--- src/rtl/id_access_sequencer_pkg.sv ---
// rtl/id_access_sequencer_pkg.sv - shared encodings for the identity check sequencer
package id_access_sequencer_pkg;

    localparam logic [2:0] ST_IDLE    = 3'd0;
    localparam logic [2:0] ST_DECODE  = 3'd1;
    localparam logic [2:0] ST_READ    = 3'd2;
    localparam logic [2:0] ST_WAIT    = 3'd3;
    localparam logic [2:0] ST_COMPARE = 3'd4;
    localparam logic [2:0] ST_RESP    = 3'd5;
    localparam logic [2:0] ST_LOCK    = 3'd6;

    localparam logic [1:0] RC_GRANT    = 2'b00;
    localparam logic [1:0] RC_MISMATCH = 2'b01;
    localparam logic [1:0] RC_BAD_ID   = 2'b10;

    localparam logic [3:0] BAD_SLOT = 4'hF;

    localparam logic [2:0] ID_SLOT0 = 3'b001;
    localparam logic [2:0] ID_SLOT1 = 3'b010;
    localparam logic [2:0] ID_SLOT2 = 3'b011;
    localparam logic [2:0] ID_SLOT3 = 3'b101;
    localparam logic [2:0] ID_SLOT4 = 3'b110;

endpackage

--- src/rtl/id_access_sequencer_if.sv ---
// rtl/id_access_sequencer_if.sv - request, record-memory and response signals of the sequencer
interface id_access_sequencer_if #(
    parameter int KEY_W = 8
);
    logic             req_valid;
    logic             req_ready;
    logic [2:0]       req_id;
    logic [KEY_W-1:0] req_key;
    logic [3:0]       mem_addr;
    logic             mem_rd_en;
    logic [KEY_W-1:0] mem_rd_data;
    logic             resp_valid;
    logic             resp_grant;
    logic [1:0]       resp_code;
    logic [3:0]       resp_slot;
    logic             locked;

    modport slave (
        input  req_valid, req_id, req_key, mem_rd_data,
        output req_ready, mem_addr, mem_rd_en, resp_valid, resp_grant, resp_code, resp_slot, locked
    );

    modport master (
        output req_valid, req_id, req_key, mem_rd_data,
        input  req_ready, mem_addr, mem_rd_en, resp_valid, resp_grant, resp_code, resp_slot, locked
    );
endinterface

--- src/rtl/id_slot_decode.sv ---
// rtl/id_slot_decode.sv - 3-bit user id to record-memory slot, also used by front-end display
module id_slot_decode
    import id_access_sequencer_pkg::*;
(
    input  logic [2:0] id,
    output logic       valid,
    output logic [3:0] slot
);
    always_comb begin
        valid = 1'b1;
        slot  = BAD_SLOT;
        case (id)
            ID_SLOT0: slot = 4'd0;
            ID_SLOT1: slot = 4'd1;
            ID_SLOT2: slot = 4'd2;
            ID_SLOT3: slot = 4'd3;
            ID_SLOT4: slot = 4'd4;
            default:  valid = 1'b0;
        endcase
    end
endmodule

--- src/rtl/id_access_sequencer.sv ---
// rtl/id_access_sequencer.sv - one key check per request with consecutive-failure lockout
module id_access_sequencer
    import id_access_sequencer_pkg::*;
#(
    parameter int KEY_W       = 8,
    parameter int RD_LAT      = 1,
    parameter int MAX_FAIL    = 3,
    parameter int LOCK_CYCLES = 50000000
) (
    input  logic                 clk,
    input  logic                 rst_n,
    id_access_sequencer_if.slave bus
);
    localparam int TW = $clog2(LOCK_CYCLES + 1);
    localparam int FW = $clog2(MAX_FAIL + 1);
    localparam int WW = $clog2(RD_LAT + 1);

    logic [2:0]       state;
    logic [2:0]       id_q;
    logic [KEY_W-1:0] key_q;
    logic [KEY_W-1:0] stored_q;
    logic [FW-1:0]    fail_cnt;
    logic [TW-1:0]    lock_tmr;
    logic [WW-1:0]    wait_cnt;
    logic [3:0]       addr_q;
    logic             grant_q;
    logic [1:0]       code_q;
    logic [3:0]       slot_q;
    logic             dec_valid;
    logic [3:0]       dec_slot;

    id_slot_decode u_decode (
        .id    (id_q),
        .valid (dec_valid),
        .slot  (dec_slot)
    );

    assign bus.req_ready  = (state == ST_IDLE);
    assign bus.mem_rd_en  = (state == ST_READ);
    assign bus.resp_valid = (state == ST_RESP);
    assign bus.locked     = (state == ST_LOCK);
    assign bus.mem_addr   = addr_q;
    assign bus.resp_grant = grant_q;
    assign bus.resp_code  = code_q;
    assign bus.resp_slot  = slot_q;

    // Response fields are written on the edge entering RESP so they only change with resp_valid.
    always_ff @(posedge clk or negedge rst_n) begin
        if (!rst_n) begin
            state    <= ST_IDLE;
            id_q     <= '0;
            key_q    <= '0;
            stored_q <= '0;
            fail_cnt <= '0;
            lock_tmr <= '0;
            wait_cnt <= '0;
            addr_q   <= '0;
            grant_q  <= 1'b0;
            code_q   <= RC_GRANT;
            slot_q   <= '0;
        end else begin
            case (state)
                ST_IDLE: begin
                    if (bus.req_valid) begin
                        id_q  <= bus.req_id;
                        key_q <= bus.req_key;
                        state <= ST_DECODE;
                    end
                end
                ST_DECODE: begin
                    if (!dec_valid) begin
                        grant_q <= 1'b0;
                        code_q  <= RC_BAD_ID;
                        slot_q  <= BAD_SLOT;
                        state   <= ST_RESP;
                    end else begin
                        addr_q <= dec_slot;
                        state  <= ST_READ;
                    end
                end
                ST_READ: begin
                    wait_cnt <= '0;
                    state    <= ST_WAIT;
                end
                ST_WAIT: begin
                    if (wait_cnt == WW'(RD_LAT - 1)) begin
                        stored_q <= bus.mem_rd_data;
                        state    <= ST_COMPARE;
                    end else begin
                        wait_cnt <= wait_cnt + WW'(1);
                    end
                end
                ST_COMPARE: begin
                    slot_q <= addr_q;
                    if (stored_q == key_q) begin
                        grant_q  <= 1'b1;
                        code_q   <= RC_GRANT;
                        fail_cnt <= '0;
                    end else begin
                        grant_q <= 1'b0;
                        code_q  <= RC_MISMATCH;
                        if (fail_cnt != FW'(MAX_FAIL))
                            fail_cnt <= fail_cnt + FW'(1);
                    end
                    state <= ST_RESP;
                end
                ST_RESP: begin
                    state <= (fail_cnt == FW'(MAX_FAIL)) ? ST_LOCK : ST_IDLE;
                end
                ST_LOCK: begin
                    if (lock_tmr == TW'(LOCK_CYCLES - 1)) begin
                        lock_tmr <= '0;
                        fail_cnt <= '0;
                        state    <= ST_IDLE;
                    end else begin
                        lock_tmr <= lock_tmr + TW'(1);
                    end
                end
                default: state <= ST_IDLE;
            endcase
        end
    end
endmodule

--- src/flat_wrapper.sv ---
// flat-port wrapper written by rule: the top's interface ports become plain ports
module id_access_sequencer_flat import id_access_sequencer_pkg::*;
#(
    parameter int KEY_W       = 8,
    parameter int RD_LAT      = 1,
    parameter int MAX_FAIL    = 3,
    parameter int LOCK_CYCLES = 50000000
)
  (clk, rst_n, bus_req_valid, bus_req_id, bus_req_key, bus_mem_rd_data, bus_req_ready, bus_mem_addr, bus_mem_rd_en, bus_resp_valid, bus_resp_grant, bus_resp_code, bus_resp_slot, bus_locked);
  id_access_sequencer_if #(.KEY_W(KEY_W)) bus_i ();
  input  logic clk;
  input  logic rst_n;
  input wire logic [$bits(bus_i.req_valid)-1:0] bus_req_valid;
  input wire logic [$bits(bus_i.req_id)-1:0] bus_req_id;
  input wire logic [$bits(bus_i.req_key)-1:0] bus_req_key;
  input wire logic [$bits(bus_i.mem_rd_data)-1:0] bus_mem_rd_data;
  output wire logic [$bits(bus_i.req_ready)-1:0] bus_req_ready;
  output wire logic [$bits(bus_i.mem_addr)-1:0] bus_mem_addr;
  output wire logic [$bits(bus_i.mem_rd_en)-1:0] bus_mem_rd_en;
  output wire logic [$bits(bus_i.resp_valid)-1:0] bus_resp_valid;
  output wire logic [$bits(bus_i.resp_grant)-1:0] bus_resp_grant;
  output wire logic [$bits(bus_i.resp_code)-1:0] bus_resp_code;
  output wire logic [$bits(bus_i.resp_slot)-1:0] bus_resp_slot;
  output wire logic [$bits(bus_i.locked)-1:0] bus_locked;
  assign bus_i.req_valid = bus_req_valid;
  assign bus_i.req_id = bus_req_id;
  assign bus_i.req_key = bus_req_key;
  assign bus_i.mem_rd_data = bus_mem_rd_data;
  assign bus_req_ready = bus_i.req_ready;
  assign bus_mem_addr = bus_i.mem_addr;
  assign bus_mem_rd_en = bus_i.mem_rd_en;
  assign bus_resp_valid = bus_i.resp_valid;
  assign bus_resp_grant = bus_i.resp_grant;
  assign bus_resp_code = bus_i.resp_code;
  assign bus_resp_slot = bus_i.resp_slot;
  assign bus_locked = bus_i.locked;
  id_access_sequencer #(.KEY_W(KEY_W), .RD_LAT(RD_LAT), .MAX_FAIL(MAX_FAIL), .LOCK_CYCLES(LOCK_CYCLES)) u_core (.clk(clk), .rst_n(rst_n), .bus(bus_i));
endmodule
--- config.mk ---
export PLATFORM = sky130hd
export DESIGN_NAME = id_access_sequencer_flat
export DESIGN_NICKNAME = d
export VERILOG_FILES = /design/src/rtl/id_access_sequencer_pkg.sv /design/src/rtl/id_access_sequencer_if.sv /design/src/rtl/id_slot_decode.sv /design/src/rtl/id_access_sequencer.sv /design/src/flat_wrapper.sv
export SDC_FILE = /design/constraint.sdc
export NUM_CORES = 1
export LEC_CHECK = 0
export ABC_AREA = 1
export ABC_CLOCK_PERIOD_IN_PS = 2630
export CAP_MARGIN = 40
export CORE_MARGIN = 2
export CORE_UTILIZATION = 49
export CTS_BUF_LIST = sky130_fd_sc_hd__clkbuf_16
export CTS_CLUSTER_DIAMETER = 200
export DETAILED_ROUTE_END_ITERATION = 7
export PLACE_DENSITY_LB_ADDON = 0.1
export SKIP_LAST_GASP = 1
export SLEW_MARGIN = 20
export SYNTH_ARGS = -nofsm -noshare
export SYNTH_HDL_FRONTEND = slang
export SYNTH_SLANG_ARGS = --single-unit
--- constraint.sdc ---
create_clock -name clk -period 2.63 [get_ports clk]
set_clock_uncertainty 0.1 [all_clocks]
set_input_delay 0.789 -clock clk [delete_from_list [all_inputs] [get_ports clk]]
set_output_delay 0.789 -clock clk [all_outputs]
set_load 0.005 [all_outputs]
== After elaboration in Yosys (flattened, before gate mapping) ==
Index checks and enable logic that the tools add are counted.

* Register bits: 62
* Input port bits: 22
* Output and inout bits: 15
* Logic and storage cells: 69

* Add/subtract/negate cells: 3
* Eq/ne operators: 20
* Multiplexer cells: 23
* Bitwise gates (word level): 1
* Reduce and logical (&&, ||, !) cells: 11

{| class="wikitable"
|+ Operators by type and width
! operator !! number
|-
| 26-bit by 1-bit adder with 26-bit output (second input constant) || 1
|-
| 26-bit equality test (second input constant) || 1
|-
| 26-bit 2-to-1 mux || 1
|-
| 3-bit case mux with 7 select lines || 1
|-
| 4-bit case mux with 5 select lines || 1
|-
| 3-bit equality test (second input constant) || 5
|-
| 3-bit 2-to-1 mux || 5
|-
| 3-bit by 2-bit equality test with 1-bit output (second input constant) || 4
|-
| 8-bit equality test || 1
|-
| 2-bit 2-to-1 mux || 4
|-
| 2-bit != test (second input constant) || 4
|-
| 2-bit case mux with 2 select lines || 2
|-
| 4-bit case mux with 2 select lines || 1
|-
| 2-bit AND reduction || 4
|-
| 3-bit by 1-bit equality test with 1-bit output (second input constant) || 2
|-
| 3-bit AND reduction || 2
|-
| 2-bit nonzero test || 3
|-
| 1-bit 2-to-1 mux || 5
|-
| 5-bit OR reduction || 1
|-
| 4-bit 2-to-1 mux || 1
|-
| 1-bit case mux with 2 select lines || 2
|-
| 3-bit zero test || 1
|-
| 3-bit by 1-bit != test with 1-bit output (second input constant) || 1
|-
| 2-bit by 1-bit adder with 2-bit output (second input constant) || 1
|-
| other kinds (4) || 4
|}

== Longest topological paths before layout ==
Gate-level depths: netlist of the first run.

* Depth in word-level cells: 5
* Depth in mapped cells: 10
* Depth with buffers taken out: 10

== Hierarchy ==
From an unflattened synthesis of the first run, not the netlist that was laid out.

* Cell total of the unflattened synthesis: 405
* Area, all modules: 3183.1 sq um

{| class="wikitable"
|+ By module, submodules not included
! module !! instances !! cells each !! area an instance (sq um) !! sequential area each (sq um)
|-
| id_access_sequencer || 1 || 388 || 3111.7 || 1526.5
|-
| id_slot_decode || 1 || 17 || 71.3 || 0.0
|}

== Worst setup path after synthesis of the first run ==
Ideal clock, no wire load.

* Path type: register to output
* Start: register u_core.state[0]
* End: output bus_locked
* Data arrival time: 0.902 ns
* Required time: 1.741 ns
* Path slack: 0.839 ns
* Cell stages (with the launch flop): 5
* Cell sequence: dfrtp_1 > inv_1 > nand2_2 > nor2_8 > buf_2

* Longest elaborated chain between the ends: 1

{| class="wikitable"
|+ Ends and longest elaborated chain
! element !! RTL line !! source
|-
| from (decl) || id_access_sequencer.sv:18 || <nowiki>logic [2:0] state;</nowiki>
|-
| from (signal assigned) || id_access_sequencer.sv:108 || <nowiki>state <= (fail_cnt == FW'(MAX_FAIL)) ? ST_LOCK : ST_IDLE;</nowiki>
|-
| 3-bit equality test || id_access_sequencer.sv:41 || <nowiki>assign bus.locked = (state == ST_LOCK);</nowiki>
|-
| to (decl) || flat_wrapper.sv:24 || <nowiki>output wire logic [$bits(bus_i.locked)-1:0] bus_locked;</nowiki>
|}

No other way between the ends.

== Worst setup path after layout of the first run ==
* Start: register u_core.state[0]
* End: output bus_req_ready

* Longest elaborated chain between the ends: 1

{| class="wikitable"
|+ Ends and longest elaborated chain
! element !! RTL line !! source
|-
| 3-bit zero test || id_access_sequencer.sv:38 || <nowiki>assign bus.req_ready = (state == ST_IDLE);</nowiki>
|-
| to (decl) || flat_wrapper.sv:17 || <nowiki>output wire logic [$bits(bus_i.req_ready)-1:0] bus_req_ready;</nowiki>
|}

No other way between the ends.

==> results.md, run 1 <==
* Clock slew at reported path FFs at 60 ps
* First-pass GRT wire length at roughly 12,000 um
* Slew Viols, Final at 0
* Congestion Overflow GR at 0
* Tot Pwr at about 0.0037 W
* Arr. time, crit path at 1630 ps
* Startpoint types: flip-flop
* Initial drt markers at 124
* Syn_area_per_cell at 7.521 sq um
* CTS Buffer Depth at 2
* Die height at ~86 um
* Synthesized flop and latch total at 61
* Switching power at 0.001203 W
* Initial antenna violation count at 0
* # DRC at 0
* Post-CTS Resized at 0
* Dpl cell area at between 3000 and 4000 sq um
* Final hold violation count at 0
* Final setup viols at 0
* Max-Slew Margin vs Limit at 0.6459
* Insertion delay to the later sink of the worst-skew pair at approximately 320 ps
* Pin count of the biggest net entering global routing at 43
* Met2 usage at 0.3312
* Routing usage on met3 at 0.04042
* Area of the mapped netlist at 3294 sq um
* Max VDD drop at 524.0 uV
* Grt peak-use layer: met2
* Final worst path period need at 2523 ps
* Tightest Pin Transition at 529.9 ps
* CP endpoint kind: output pin
* Max Freq at 396.3 MHz
* Power share of the combinational group at 0.302
* Initial Util at 0.5130
* Die ar. at 7395 sq um
* P per Cell Area at a little over 900 nW/um^2
* Via count at 2,872
* Storage cell area at 1526 sq um
* Type of the most critical hold path: in2async
* Routed len/inst at about 13 um
* Switch share at 0.3290
* Sink Count at 61
* Status: finished, final reports clean
* Post-DRT Antenna Nets at 0
* Internal power at 0.002453 W
* Seq pwr share at 0.384
* Via density at 5.101
* Placement row count at 29
* DIE WIDTH at 86.00 um
* Final WL at 7079 um
* Syn_nets at 462
* Clock share of power at 0.314
* DRT Pass-1 Iters at 4
* Max Cap Viol at 0
* Post-CTS Hold Fix Bufs at 0
* Crit path required time at ~1700 ps
* H-tree depth at 3
* Fin util at 0.6261
* Final instance area at 4021 sq um
* Crit-path max FO at 4
* CTS root buffer: clkbuf_16
* DP HPWL at 5172 um
* Lkg Pwr at 1.908 nW
* Part of the Yosys area used for sequential elements at 0.4633
* Core Box Area at ~6400 sq um
* YS warnings at 0
* Clock buffer count from CTS at 9
* Ant. Diodes at 0
* Layout cell share with drive strength beyond 1 at 0.09053
* Area grow syn2layout at 22.07%
* Unique masters post-synth at 28
* Fill cells at 575
* PortBufs at 36
* GRT Util Overall at 0.2114
* Number of global-route vias before repair at 2,753
* RSZ-0062 raised after global routing: no
* TNS Setup at 0 ps
* Setup CP Type: reg2out
* GRT met1 Usage at 0.2894
* Tcrit/Tclk final at 0.9594
* CTS tree: built
* Ports at 37
* Final Net Count at 505
* Routability cong. at 0.9014
* Synthesized instance count at roughly 440
* Post-CTS setup repair buffer count at 0
* Multi-input combinational cell area at 1479 sq um
-- Yosys cell counts --
library cell / n / area (sq um)
nor3_2: 1 / 10.01
a21oi_1: 16 / 80.08
xnor2_1: 5 / 43.79
inv_2: 4 / 15.01
o22ai_1: 1 / 6.260
mux2_2: 7 / 78.83
nor2_1: 64 / 240.2
buf_2: 3 / 15.01
dfrtp_1: 61 / 1526
buf_6: 2 / 22.52
o21ai_0: 18 / 90.09
o21ai_1: 1 / 5.000
buf_4: 2 / 15.01
o21bai_1: 3 / 22.52
nand3_1: 28 / 140.1
nor2_2: 4 / 25.02
nand2_2: 5 / 31.28
inv_1: 59 / 221.5
ha_1: 2 / 25.02
nor2_8: 1 / 20.02
nand4_1: 14 / 87.58
nand3b_1: 2 / 15.01
xor2_1: 6 / 52.55
nand3_2: 1 / 10.01
or2_2: 1 / 6.260
nand2_1: 122 / 457.9
nor2_4: 1 / 11.26
nor3_1: 4 / 20.02
-- cell type report --
class                   instances  share of cell area
clock inverters                 7             0.01680
clock buffers                   9             0.05600
inverters                      63             0.05881
well taps                      77             0.02396
multi-input cells             307              0.3678
repair buffers                 39             0.09708
flip-flops and latches         61              0.3796
-- cell families after synthesis --
family	share of synthesized area
adders and majority gates	0.007595
AOI/OAI and AO/OA	0.06191
muxes	0.02393
DFF	0.4633
xor gates and xnor gates	0.02924
buffers and inverters	0.08773
and+or+nand+nor	0.3262
-- through the flow --
| step | worst slack, ps | instances | hold slack [ps] |
|---|---|---|---|
| after floorplan | 839.3 | 438 | 345.9 |
| after global placement | 463.8 | 547 | 361.2 |
| after detailed placement | 454.1 | 547 | 369.0 |
| after CTS | 95.84 | 563 | 331.2 |
| after global routing | 21.40 | 563 | 354.7 |
| final | 106.9 | 563 | 323.2 |
-- placed cells by master (no fill, tap or decap) --
| cell | synthesis | layout |
|---|---|---|
| clkinvlp_4 | 0 | 2 |
| buf_12 | 0 | 1 |
| clkbuf_16 | 0 | 9 |
| inv_2 | 4 | 4 |
| buf_2 | 3 | 1 |
| nand2_1 | 122 | 122 |
| dfrtp_1 | 61 | 61 |
| nand3_1 | 28 | 28 |
| nor2_8 | 1 | 1 |
| nor3_2 | 1 | 1 |
| a21oi_1 | 16 | 16 |
| buf_4 | 2 | 2 |
| clkinv_2 | 0 | 2 |
| nor3_1 | 4 | 4 |
| nand4_1 | 14 | 14 |
| bufinv_16 | 0 | 1 |
| o22ai_1 | 1 | 1 |
| nand3b_1 | 2 | 2 |
| inv_1 | 59 | 60 |
| nand3_2 | 1 | 1 |
| xnor2_1 | 5 | 5 |
| or2_2 | 1 | 1 |
| mux2_2 | 7 | 7 |
| clkdlybuf4s50_1 | 0 | 35 |
| clkinv_4 | 0 | 1 |
| o21ai_0 | 18 | 18 |
| nor2_4 | 1 | 1 |
| ha_1 | 2 | 2 |
| nor2_1 | 64 | 64 |
| o21ai_1 | 1 | 1 |
| nand2_2 | 5 | 5 |
| nor2_2 | 4 | 4 |
| o21bai_1 | 3 | 3 |
| xor2_1 | 6 | 6 |
-- state kept, by name (all words and copies together) (netlist names) --
name / flops
u_core.fail_cnt: 2
u_core.bus.mem_addr: 4
u_core.lock_tmr: 26
u_core.key_q: 8
u_core.bus.resp_slot: 4
u_core.stored_q: 8
u_core.id_q: 3
u_core.bus.resp_code: 2
u_core.bus.resp_grant: 1
u_core.state: 3
-- power by group through the flow --
stage / clock network [W] / registers [W] / logic, W
2_1_floorplan: 0 / 0.00138 / 0.000744
3_3_place_gp: 0 / 0.00141 / 0.00108
3_5_place_dp: 0 / 0.00142 / 0.00111
4_1_cts: 0.00116 / 0.00141 / 0.00112
5_1_grt: 0.00121 / 0.00144 / 0.00128
6_report: 0.00115 / 0.00141 / 0.00110
-- critical path: stages (launching register included) --
cell,delay (ps)
dfrtp_1,410
inv_1,110
nand2_1,90
nor2_2,160
clkdlybuf4s50_1,540
-- per-layer routing --
metal  share of wire  wire length, um  up-vias
li1                -                -     1467
met1            0.48             3403     1333
met2            0.46             3260       65
met3           0.045              320        7
met4           0.013               93        0
met5               0                0        -
-- final timing paths --
kind | start | to | slack [ps] | cells after the start
min reg2reg | u_core.bus.resp_code[0] | u_core.bus.resp_code[0] | 390 | 2
max | u_core.state[0] | bus_req_ready | 110 | 4
max reg2reg | u_core.lock_tmr[0] | u_core.fail_cnt[1] | 620 | 10
min in group clk | u_core.bus.resp_code[0] | u_core.bus.resp_code[0] | 390 | 2
max in group asynchronous | rst_n | u_core.stored_q[2] | 1520 | 2
min | rst_n | u_core.bus.resp_code[1] | 320 | 1
Power figures use the tool's default switching activity.
==> inputs of run 2 (changes only) <==
--- a/config.mk
+++ b/config.mk
@@ -15,4 +15,5 @@
 export DETAILED_ROUTE_END_ITERATION = 7
 export PLACE_DENSITY_LB_ADDON = 0.1
+export SKIP_CTS_REPAIR_TIMING = 1
 export SKIP_LAST_GASP = 1
 export SLEW_MARGIN = 20
==> constraint.sdc (replaced) <==
create_clock -name clk -period 2.63 [get_ports clk]
set_clock_uncertainty 0.1 [all_clocks]
set_input_delay 0.526 -clock clk [delete_from_list [all_inputs] [get_ports clk]]
set_output_delay 0.526 -clock clk [all_outputs]
set_load 0.005 [all_outputs]
==> run 2 against run 1 <==
Power increased by 0.70%. Sequential cell count unchanged. Design area unchanged. Combinational power about the same. Critical path depth unchanged. Fmax increased by 9.7%. Non-clock buffer count decreased by 1. Sequential share of layout area unchanged. Clock power about the same. Largest cell class unchanged.
==> results.md, run 2 (synthesis results as in run 1) <==
* Final worst slack at about 330 ps
* Clock slew at reported path FFs at 60 ps
* Initial antenna violation count at 0
* Final Net Count at 504
* DIE WIDTH at approximately 86 um
* Initial Util at 0.5130
* Max Freq at 434.9 MHz
* Tot Pwr at between 0.003 and 0.004 W
* Area grow syn2layout at 22.07%
* DRT Pass-1 Iters at 6
* Lkg Pwr at 1.899 nW
* Ant. Diodes at 0
* Arr. time, crit path at about 1700 ps
* Register with the most flip-flops: u_core.lock_tmr
* Final instance area at a little over 4000 sq um
* Reg2Reg Depth at 10
* First-pass GRT wire length at 11,900 um
* Routed len/inst at 12.54 um
* CTS Buffer Depth at 2
* Max VDD drop at 480.1 uV
* Dpl ws at around 600 ps
* Placement row count at 29
* Reg-to-reg startpoint: u_core.lock_tmr[0]
* DP HPWL at 5187 um
* RSZ-0062 raised after global routing: no
* Pin count of the biggest net entering global routing at 41
* WL met2 at 3057 um
* PortBufs at 36
* Met1 WL at 3510 um
* TNS Setup at 0 ps
* Clock buffer count from CTS at 9
* # DRC at 0
* Number of global-route vias before repair at 2,618
* CP endpoint kind: output pin
* Final hold violation count at 0
* CTS root buffer: clkbuf_16
* Wire length on met3 at 338 um
* Tightest Pin Transition at 535.0 ps
* Final WL at 7049 um
* Top layer in use: met4
* Final setup viols at 0
* Routability cong. at 0.9330
* Most common cell after layout, fill and taps aside: nand2_1
* Slew Viols, Final at 0
* Insertion delay to the later sink of the worst-skew pair at 330 ps
* Worst R2R Setup Slack at 570 ps
* Congestion Overflow GR at 0
* Max-Slew Margin vs Limit at 0.6425
* Die ar. at around 7400 sq um
* Crit-path max FO at 14
* Post-DRT Antenna Nets at 0
* Final worst path period need at 2300 ps
* Ports at 37
* Core Box Area at ~6400 sq um
* Sink Count at 61
* P per Cell Area at 915.4 nW/um^2
* R2R Path End: u_core.fail_cnt[0]
* Via density at ~5.1
* Startpoint types: flip-flop
* Largest regs: u_core.lock_tmr x26, u_core.key_q x8, u_core.stored_q x8
* Initial drt markers at 193
* Status: finished, final reports clean
* CTS tree: built
* Via count at about 2,900
* Max reg flops at 26
* Crit path required time at ~2000 ps
* Setup CP Type: reg2out
* Commonest non-fill, non-tap cells in the layout: nand2_1, nor2_1, dfrtp_1
* Max Cap Viol at 0
* Layout cell share with drive strength beyond 1 at 0.09072
* H-tree depth at 3
* Type of the most critical hold path: in2async
* Dpl cell area at 3721 sq um
* GRT Util Overall at 0.2051
* Die height at 86.00 um
* Tcrit/Tclk final at 0.8744
==> run 2: cell count changes in the layout (fill, tap and decap cells not counted) <==
cell,before,now
clkinvlp_4,2,3
clkinv_2,2,1
buf_4,2,1
inv_6,0,1
inv_1,60,59
==> run 2: report_power, final <==
group	total (W)	internal, W	leakage, nW	switching [W]
sequential	0.00140	0.00122	0.768	0.000186
combinational	0.00110	0.000511	0.993	0.000592
clock	0.00118	0.000735	0.138	0.000442
total	0.00368	0.00246	1.90	0.00122
==> run 2: cell type report <==
class | count | area, sq um
clock buffers | 9 | 225.2
flip-flops and latches | 61 | 1526
multi-input cells | 307 | 1479
well taps | 77 | 96.34
fillers | 565 | 2401
inverters | 63 | 236.5
clock inverters | 7 | 75.07
repair buffers | 38 | 382.9
==> run 2: critical path: stages (launching register included) <==
cell	delay, ps
dfrtp_1	400
inv_1	120
nand2_2	110
nor2_8	180
clkdlybuf4s50_1	530
==> run 2: through the flow <==
stage                     hold WS [ps]  utilization  instances
after global routing             118.9       0.6261        562
after CTS                        74.33       0.6261        562
after detailed placement         373.5       0.5794        546
final                            61.54       0.6261        562
after global placement           366.2       0.5794        546
after floorplan                  130.4            -        438
==> run 2: worst max path at each step <==
stage	slack, ps	startpoint	endpoint	cells after the start
2_1_floorplan	1100	u_core.lock_tmr[0]	u_core.lock_tmr[20]	9
3_3_place_gp	690	u_core.lock_tmr[0]	u_core.fail_cnt[0]	10
3_5_place_dp	610	u_core.lock_tmr[0]	u_core.fail_cnt[0]	10
4_1_cts	320	u_core.state[0]	bus_locked	4
5_1_grt	230	u_core.state[0]	bus_locked	4
6_report	330	u_core.state[0]	bus_locked	4
==> run 2: layer usage <==
layer  GRT usage  vias up
met4     0.09668        0
met1      0.2930     1314
li1            -     1461
met2      0.3030       78
met3     0.03465       11
met5           0        -
==> inputs of run 3 (changes only) <==
- CORE_UTILIZATION: 49 -> 45
==> run 3 against run 2 <==
Clock power down 5%. Hold slack gained 34 ps. Power fell by 1.5%. Largest cell class unchanged. Largest power group unchanged. Highest routed layer unchanged.
==> results.md, run 3 (synthesis results as in run 1) <==
* Ports at 37
* Final Net Count at 505
* Final setup viols at 0
* Routability cong. at approximately 0.9
* Routed len/inst at 12.20 um
* Placement row count at 31
* Final worst path period need at 2282 ps
* Layout cell share with drive strength beyond 1 at 0.08642
* Die height at 89.56 um
* DIE WIDTH at 89.56 um
* Via count at roughly 2,800
* Core Box Area at 7176 sq um
* CP Cell Sequence: inv_1 -> nand2_2 -> nor2_8 -> clkdlybuf4s50_1
* Most common cell after layout, fill and taps aside: nand2_1
* CP top delay family: buffers and inverters
* Die ar. at 8021 sq um
* TNS Setup at 0 ps
* Final WL at 7139 um
* Tot Pwr at 0.003626 W
* Setup CP Type: reg2out
* CP endpoint kind: output pin
* Slew Viols, Final at 0
* DRT Pass-1 Iters at 4
* Sink Count at 61
* Initial antenna violation count at 0
* Lkg Pwr at 1.910 nW
* Ant. Diodes at 0
* Max Cap Viol at 0
* Insertion delay to the later sink of the worst-skew pair at roughly 320 ps
* Congestion Overflow GR at 0
* Register with the most flip-flops: u_core.lock_tmr
* Clock buffer count from CTS at 9
* Tcrit/Tclk final at 0.8677
* CP Buf/Inv Count at 2
* Pin count of the biggest net entering global routing at 62
* Initial drt markers at roughly 140
* Crit path required time at 2000 ps
* P per Cell Area at around 900 nW/um^2
* Tightest Pin Transition at 464.1 ps
* Worst path max stage delay at roughly 530 ps
* RSZ-0062 raised after global routing: no
* Clock slew at reported path FFs at 50 ps
* # DRC at 0
* Storage cell area at 1526 sq um
* Largest regs: u_core.lock_tmr x26, u_core.key_q x8, u_core.stored_q x8
* Type of the most critical hold path: in2async
* Status: finished, final reports clean
* CTS root buffer: clkbuf_16
* Startpoint types: flip-flop
* Crit-path max FO at 16
* Final hold violation count at 0
* Number of global-route vias before repair at 2,768
* First-pass GRT wire length at 12,350 um
* Post-DRT Antenna Nets at 0
* Initial Util at 0.4591
* DP HPWL at 5195 um
* H-tree depth at 3
* Critical Path Slowest Stage Cell: clkdlybuf4s50_1
* Max Freq at 438.2 MHz
* Max VDD drop at 563.8 uV
* Commonest non-fill, non-tap cells in the layout: nand2_1, nor2_1, inv_1, dfrtp_1, clkdlybuf4s50_1
* Multi-input combinational cell area at 1479 sq um
* CTS Buffer Depth at 2
* GRT Util Overall at 0.2025
* Max reg flops at 26
* Via density at 4.860
* CTS tree: built
* Fill cells at 687
* PortBufs at 36
* Max-Slew Margin vs Limit at 0.6899
* Area grow syn2layout at 22.64%
* Arr. time, crit path at approximately 1700 ps
-- run 3: cell types whose count changed in the layout (fill, tap and decap cells not counted) --
cell / change
clkinv_2: +1
buf_4: +1
inv_1: +2
inv_6: -1
clkinvlp_4: -2
clkinv_1: +1
clkinv_4: -1
-- run 3: path summary, 6_finish.rpt --
check                      slack, ps                      end                     from  depth (start not counted)
max in group asynchronous       2060       u_core.stored_q[5]                    rst_n                          2
max reg2reg                      610       u_core.fail_cnt[1]       u_core.lock_tmr[0]                         10
min in group clk                 380  u_core.bus.resp_code[1]  u_core.bus.resp_code[1]                          2
min                              100      u_core.lock_tmr[24]                    rst_n                          2
max                              350               bus_locked          u_core.state[0]                          4
min reg2reg                      380  u_core.bus.resp_code[1]  u_core.bus.resp_code[1]                          2
-- run 3: per-stage QoR --
step	hold WS, ps	area, sq um	worst slack (ps)	utilization	cells
after floorplan	130.4	3294	1101	-	438
after global placement	364.6	3756	683.9	0.5235	569
after detailed placement	373.2	3756	603.5	0.5235	569
after CTS	115.0	4040	326.0	0.5630	585
after global routing	137.6	4040	242.6	0.5630	585
final	95.48	4040	348.1	0.5630	585
-- run 3: power breakdown --
part	leakage [nW]	internal (W)	switching, W
clock	0.145	0.000718	0.000405
sequential	0.768	0.00122	0.000184
combinational	0.998	0.000515	0.000587
total	1.91	0.00245	0.00118
-- run 3: metal layers --
layer | routed length [um] | part of all wire | track usage | up-vias
li1 | - | - | - | 1460
met1 | 3368 | 0.47 | 0.2642 | 1316
met2 | 3366 | 0.47 | 0.3215 | 56
met3 | 280 | 0.039 | 0.04340 | 11
met4 | 123 | 0.017 | 0.09362 | 0
met5 | 0 | 0 | 0 | -
-- run 3: cell type report --
type                            count  share of cell area
Clock buffer                        9             0.05574
Clock inverter                      7             0.01456
Tap cell                           99             0.03066
Inverter                           63             0.05853
Sequential cell                    61              0.3778
Multi-Input combinational cell    307              0.3661
Timing Repair Buffer               39             0.09662
-- run 3: worst reg2reg max path, stage by stage, from the launching register on --
cell	delay (ps)
dfrtp_1	420
ha_1	210
nand3_2	100
inv_1	150
nand2_1	70
nor2_1	90
nand2_1	290
nand2_2	230
nand3_1	120
nand2_1	80
nand2_1	40
